### src/rtl/mb_pkg.sv
// rtl/mb_pkg.sv - shared types and constants for the Modbus RTU frame receiver
package mb_pkg;

    typedef enum logic [1:0] {
        ST_IDLE  = 2'd0,
        ST_RECV  = 2'd1,
        ST_CHECK = 2'd2,
        ST_HOLD  = 2'd3
    } mb_state_e;

    localparam logic [15:0] CRC_INIT      = 16'hFFFF;
    localparam logic [15:0] CRC_POLY      = 16'hA001;
    localparam int          MIN_FRAME_LEN = 4;
    localparam int          T35_CHAR_MULT = 39;

    // One LSB-first step of the reflected CRC-16 register.
    function automatic logic [15:0] crc16_shift(input logic [15:0] c);
        return c[0] ? ((c >> 1) ^ CRC_POLY) : (c >> 1);
    endfunction

endpackage

### src/rtl/mb_crc16.sv
// rtl/mb_crc16.sv - bit-serial Modbus CRC-16, one byte per 8 clocks
module mb_crc16
    import mb_pkg::*;
(
    input  logic        clk,
    input  logic        rst_n,
    input  logic        clear,
    input  logic        start,
    input  logic [7:0]  data,
    output logic        busy,
    output logic [15:0] crc
);

    logic [3:0]  bit_cnt;
    logic [15:0] crc_q;

    // clear together with start seeds the new byte on top of the init value
    always_ff @(posedge clk or negedge rst_n) begin
        if (!rst_n) begin
            crc_q   <= CRC_INIT;
            bit_cnt <= 4'd0;
        end else if (start) begin
            crc_q   <= (clear ? CRC_INIT : crc_q) ^ {8'h00, data};
            bit_cnt <= 4'd8;
        end else if (bit_cnt != 4'd0) begin
            crc_q   <= crc16_shift(crc_q);
            bit_cnt <= bit_cnt - 4'd1;
        end else if (clear) begin
            crc_q   <= CRC_INIT;
        end
    end

    assign busy = (bit_cnt != 4'd0);
    assign crc  = crc_q;

endmodule

### src/rtl/mb_frame_rx.sv
// rtl/mb_frame_rx.sv - Modbus RTU frame receiver with T3.5 framing; MB_BROADCAST_EN accepts address 0
module mb_frame_rx
    import mb_pkg::*;
#(
    parameter int         CLK_FREQ   = 50000000,
    parameter int         UART_BPS   = 115200,
    parameter logic [7:0] SLAVE_ADDR = 8'h01,
    parameter int         MAX_LEN    = 64
) (
    input  logic       clk,
    input  logic       rst_n,
    input  logic       byte_done,
    input  logic [7:0] byte_data,
    input  logic [7:0] rd_addr,
    output logic [7:0] rd_data,
    output logic       frame_valid,
    output logic [7:0] frame_len,
    input  logic       frame_ack,
    output logic       crc_err
);

    localparam int BPS_CNT = CLK_FREQ / UART_BPS;
    localparam int T35     = T35_CHAR_MULT * BPS_CNT;
    localparam int SW      = $clog2(T35 + 1);
    localparam int AW      = (MAX_LEN > 1) ? $clog2(MAX_LEN) : 1;

    localparam logic [SW-1:0] T35_W     = SW'(T35);
    localparam logic [8:0]    MAX_LEN_W = 9'(MAX_LEN);
    localparam logic [8:0]    MIN_LEN_W = 9'(MIN_FRAME_LEN);

    mb_state_e state, state_nxt;

    logic          byte_done_q;
    logic          byte_ev;
    logic [SW-1:0] silence;
    logic          sil_full;
    logic [8:0]    idx;
    logic          ovf;
    logic [7:0]    addr_q;

    logic          wr_en;
    logic [AW-1:0] wr_ptr;
    logic [7:0]    mem [MAX_LEN];

    logic          crc_busy;
    logic [15:0]   crc_val;
    logic          crc_clear;

    logic          addr_ok;
    logic          frame_bad;
    logic          eval;

    logic          frame_valid_d;
    logic [7:0]    frame_len_d;
    logic          crc_err_d;

    assign byte_ev  = byte_done & ~byte_done_q;
    assign sil_full = (silence == T35_W);

    assign wr_en     = byte_ev && ((state == ST_IDLE) ||
                                   ((state == ST_RECV) && (idx < MAX_LEN_W)));
    assign wr_ptr    = (state == ST_IDLE) ? '0 : idx[AW-1:0];
    assign crc_clear = byte_ev && (state == ST_IDLE);

`ifdef MB_BROADCAST_EN
    assign addr_ok = (addr_q == SLAVE_ADDR) || (addr_q == 8'h00);
`else
    assign addr_ok = (addr_q == SLAVE_ADDR);
`endif

    assign frame_bad = (crc_val != 16'h0000) || (idx < MIN_LEN_W) || ovf;
    assign eval      = (state == ST_CHECK) && !crc_busy;

    mb_crc16 u_crc (
        .clk   (clk),
        .rst_n (rst_n),
        .clear (crc_clear),
        .start (wr_en),
        .data  (byte_data),
        .busy  (crc_busy),
        .crc   (crc_val)
    );

    always_ff @(posedge clk or negedge rst_n) begin
        if (!rst_n) begin
            state <= ST_IDLE;
        end else begin
            state <= state_nxt;
        end
    end

    always_comb begin
        state_nxt = state;
        case (state)
            ST_IDLE:  if (byte_ev) state_nxt = ST_RECV;
            ST_RECV:  if (!byte_ev && sil_full) state_nxt = ST_CHECK;
            ST_CHECK: if (!crc_busy) state_nxt = (frame_bad || !addr_ok) ? ST_IDLE : ST_HOLD;
            // stay until acked and the line has gone quiet, so a half-ignored frame is not picked up
            ST_HOLD:  if ((!frame_valid || frame_ack) && sil_full && !byte_ev) state_nxt = ST_IDLE;
            default:  state_nxt = ST_IDLE;
        endcase
    end

    always_comb begin
        frame_valid_d = frame_valid;
        frame_len_d   = frame_len;
        crc_err_d     = 1'b0;
        if (eval) begin
            if (frame_bad) begin
                crc_err_d = 1'b1;
            end else if (addr_ok) begin
                frame_valid_d = 1'b1;
                frame_len_d   = 8'(idx - 9'd2);
            end
        end
        if ((state == ST_HOLD) && frame_ack) begin
            frame_valid_d = 1'b0;
        end
    end

    always_ff @(posedge clk or negedge rst_n) begin
        if (!rst_n) begin
            frame_valid <= 1'b0;
            frame_len   <= 8'h00;
            crc_err     <= 1'b0;
        end else begin
            frame_valid <= frame_valid_d;
            frame_len   <= frame_len_d;
            crc_err     <= crc_err_d;
        end
    end

    always_ff @(posedge clk or negedge rst_n) begin
        if (!rst_n) begin
            byte_done_q <= 1'b0;
            silence     <= T35_W;
            idx         <= 9'd0;
            ovf         <= 1'b0;
            addr_q      <= 8'h00;
        end else begin
            byte_done_q <= byte_done;
            if (byte_ev) begin
                silence <= '0;
            end else if (!sil_full) begin
                silence <= silence + 1'b1;
            end
            if (wr_en) begin
                idx <= (state == ST_IDLE) ? 9'd1 : idx + 9'd1;
            end
            if (byte_ev && (state == ST_IDLE)) begin
                ovf    <= 1'b0;
                addr_q <= byte_data;
            end else if (byte_ev && (state == ST_RECV) && (idx == MAX_LEN_W)) begin
                ovf    <= 1'b1;
            end
        end
    end

    always_ff @(posedge clk) begin
        if (wr_en) begin
            mem[wr_ptr] <= byte_data;
        end
    end

    always_ff @(posedge clk or negedge rst_n) begin
        if (!rst_n) begin
            rd_data <= 8'h00;
        end else begin
            rd_data <= ({1'b0, rd_addr} < MAX_LEN_W) ? mem[rd_addr[AW-1:0]] : 8'h00;
        end
    end

endmodule

### config.mk
export PLATFORM = sky130hd
export DESIGN_NAME = mb_frame_rx
export DESIGN_NICKNAME = d
export VERILOG_FILES = /design/src/rtl/mb_pkg.sv /design/src/rtl/mb_crc16.sv /design/src/rtl/mb_frame_rx.sv
export SDC_FILE = /design/constraint.sdc
export NUM_CORES = 1
export LEC_CHECK = 0
export ABC_AREA = 1
export BUFFER_PORTS_ARGS = -buffer_cell sky130_fd_sc_hd__buf_2
export CAP_MARGIN = 10
export CORE_UTILIZATION = 30
export DETAILED_ROUTE_END_ITERATION = 8
export HOLD_SLACK_MARGIN = 0.03
export PLACE_DENSITY = 0.48
export SYNTH_ARGS = -nofsm -noshare
export SYNTH_HDL_FRONTEND = slang
export SYNTH_SLANG_ARGS = --single-unit
### constraint.sdc
create_clock -name clk -period 7.1 [get_ports clk]
set_input_delay 1.42 -clock clk [delete_from_list [all_inputs] [get_ports clk]]
set_output_delay 1.42 -clock clk [all_outputs]
set_load 0.03 [all_outputs]
==> metrics.md <==
| Metric | Value |
|---|---|
| Placed cell area | `0.0257 mm^2` |
| Design Area, Final | `0.0280 mm^2` |
| Worst-margin pin slew | `0.964 ns` |
| Max_slew headroom | `35.7%` |
| Distinct cells, synth | `51` |
| Row count | `104` |
| CP Cell Sequence | `buf_4, inv_4, buf_4, nand3_1, nand3_1, nand2_1, nand2_1, nand3_1, nand3_1, a21oi_1` |
| Sink Count | `586` |
| Startpoint Class | `primary input` |
| Top cells by area, synth | `edfxtp_1 (62%), nand2_1 (11%), nand3_1 (9.3%), dfrtp_1 (5.3%), dfstp_2 (2.3%)` |
| Clock power frac | `41.1%` |
| Mapped Area | `0.0247 mm^2` |
| Drt first-iter violations | `1328` |
| Setup TNS Final | `0 ns` |
| Fillers | `8075` |
| Max FO, Critical Path | `69` |
| Critical Path RT | `7.57 ns` |
| Minimum clock period | `3.79 ns` |
| Drt first pass iters | `5` |
| End of the critical path | `rd_data[4]` |
| Flop-to-flop setup slack | `3.91 ns` |
| Total CTS buffers | `66` |
| VDD IR max | `0.000159 V` |
| Chip width | `289 um` |
| Pint | `6.30 mW` |
| Setup Skew | `0.0373 ns` |
| Sequential element share of the synthesized area | `69.9%` |
| Bufs on Longest Clock Path | `3` |
| Post-synth EDFFs | `512` |
| FF-to-FF Start | `byte_done_q` |
| Largest stage delay on the critical path | `0.76 ns` |
| Core box area | `0.0809 mm^2` |
| R2r endpoint | `mem[48][1]` |
| Fin nets | `2229` |
| Most numerous cell in the Yosys netlist | `nand2_1` |
| H-Tree Depth | `3` |
| Mapped Cells | `2197` |
| Crit-path most repeated cell | `nand3_1` |
| Sequential Power Share | `47.7%` |
| Final Hold Slack | `0.482 ns` |
| Kind of critical path | `in -> reg` |
| Max-cap violations | `0` |
| Cell Pwr Density | `303 mW/mm^2` |
| Synth top area share | `62.2%` |
| Sw power | `2.17 mW` |
| Vias in the first global route | `16000` |
| Clk_lat worst skew | `0.61 ns` |
| Slew Limit Fails | `0` |
| Fmax | `264 MHz` |
| Largest net degree at the start of global routing | `138` |
| GPL Wtd Cong | `0.819` |
| Slowest stage cell, crit path | `buf_4` |
| Status | `finished clean` |
| Setup-failing EPs final | `0` |
| Net Count, Synth | `2226` |
| Switching Share | `25.6%` |
| Synth Warn # | `0` |
| FF-to-FF path depth | `7` |
| Yosys reg bits | `586` |
| Asr flop ratio synth | `12.6%` |
| Hold buffers post-CTS | `0` |
| Hpwl dp | `37800 um` |
| Initial antenna violation count | `0` |
| Post-synth top cells | `nand2_1 (692), edfxtp_1 (512), nand3_1 (460)` |
| Residual DRC | `0` |
| Die area | `0.0835 mm^2` |
| Clk slew on worst S/H paths | `0.06 ns` |
| Post-CTS sizing | `0` |
| Crit end category | `register` |
| Port Buffers | `37` |
| Area Growth Syn to Fin | `13.2%` |
| Fin. Hold Viols | `0` |
| Total routed wirelength | `65600 um` |
| Worst path bufs/invs | `3` |
| Top FF cell, synth | `edfxtp_1` |
| Syn Area/Cell | `11.2 um^2` |
| Post-DR wirelength/cell | `19.8 um` |
| First-pass GRT wire length | `99600 um` |
| Vias/cell | `4.89` |
| CP delay by family, top | `buffers and inverters` |
| Post-route ant nets | `0` |
| Overflow after GRT | `0` |
| Logic pwr share | `11.2%` |
| Post-CTS Setup Inserts | `0` |
| Crit path arrival time | `4.27 ns` |
| Min-Delay Path Class | `reg -> reg` |
| Hold depth | `1` |
| CTS root buf | `clkbuf_16` |
| Total Routing Usage GR | `15.8%` |
| I/O pin count | `38` |
| LEAKAGE | `10.2 nW` |
| Via count | `16200` |
| RSZ-0062 raised after global routing | `false` |
| Crit share post-route | `53.4%` |
| Die Y-Extent | `289 um` |
| Synth area leader | `edfxtp_1` |
| Initial core utilization | `30.5%` |
| WP depth | `10` |
| Fraction of layout cells with a size suffix above 1 | `9.69%` |
| CP startpoint | `rd_addr[1]` |
| TritonCTS clock tree | `yes` |
-- logic make-up after synthesis --
kind of cell | share of synthesized area [%]
AND/OR/NAND/NOR | 23.3
flip-flops | 69.9
buffers and inverters | 3.81
AO/OA/AOI/OAI | 2.29
adder cells (fa/ha/maj) | 0.456
XOR/XNOR | 0.284
multiplexers | 0.0405
-- layer usage --
metal	track usage (%)	wire [um]	vias up
met3	2.09	2880	98
li1	-	-	7678
met1	21.8	29800	8031
met2	25.5	30900	385
met5	0	0	-
met4	5.92	1920	0
-- state kept, by name (all words and copies together), names as in the netlist --
signal / count
byte_done_q: 1
rd_data: 8
frame_len: 8
mem: 512
crc_err: 1
addr_q: 8
state: 2
ovf: 1
silence: 15
u_crc.bit_cnt: 4
u_crc.crc: 16
idx: 9
frame_valid: 1
-- worst min path at each step --
stage,start,end,slack (ns)
finish,u_crc.bit_cnt[0],u_crc.bit_cnt[0],0.48
global route,frame_len[7],frame_len[7],0.50
CTS,addr_q[6],addr_q[6],0.48
detailed placement,addr_q[6],addr_q[6],0.47
global placement,addr_q[2],addr_q[2],0.47
floorplan,addr_q[6],addr_q[6],0.45
-- area by class of cell --
cell class	count	area (um^2)	share of cell area, %
sequential	586	17300	61.7
inverter	70	283	1.01
clock buffer	84	1770	6.33
antenna	1	2.50	0.00895
tap	1060	1330	4.74
multi-input combinational	1419	6500	23.3
clock inverter	34	440	1.58
timing repair buffer	57	374	1.34
-- placed cells by master (no fill, tap or decap), drive strengths merged --
cell type	netlist	layout
a211oi	1	1
a21boi	1	1
a21oi	27	27
a31oi	8	8
buf	92	56
bufinv	0	9
clkbuf	30	85
clkinv	2	23
clkinvlp	0	2
dfrtp	52	52
dfstp	22	22
diode	0	1
edfxtp	512	512
ha	9	9
inv	68	70
mux2i	1	1
nand2	700	700
nand3	467	467
nand4	12	12
nor2	108	108
nor3	11	11
nor4	7	7
o211ai	3	3
o21a	1	1
o21ai	44	44
o221ai	7	7
o22ai	1	1
o31ai	1	1
or2	2	2
xnor2	3	3
xor2	5	5
-- metrics by stage --
stage | utilization (%) | total power, mW | cells | setup WS [ns]
6_report | 34.5 | 8.47 | 3311 | 3.31
5_1_grt | 34.5 | 8.81 | 3310 | 3.13
4_1_cts | 34.5 | 8.57 | 3310 | 3.33
3_5_place_dp | 31.8 | 5.07 | 3192 | 2.68
3_3_place_gp | 31.8 | 5.05 | 3192 | 2.68
2_1_floorplan | - | 4.74 | 2197 | 3.74
-- worst register-to-register path, cell delays in order, from the launching register on --
cell     delay, ns
dfrtp_1       0.35
inv_1         0.05
nand2_1       0.36
nor2_8        0.38
inv_6         0.16
nand2_8       0.24
nand3_2       0.49
nor2_1        0.79
-- power by group through the flow --
stage               registers (mW)  clock network [mW]  logic, mW
floorplan                     4.08                   0      0.664
global placement              4.11                   0      0.947
detailed placement            4.11                   0      0.954
CTS                           4.04                3.57      0.960
global route                  4.06                3.70       1.05
finish                        4.04                3.49      0.945
No activity file was read; power rests on OpenSTA's default activity.
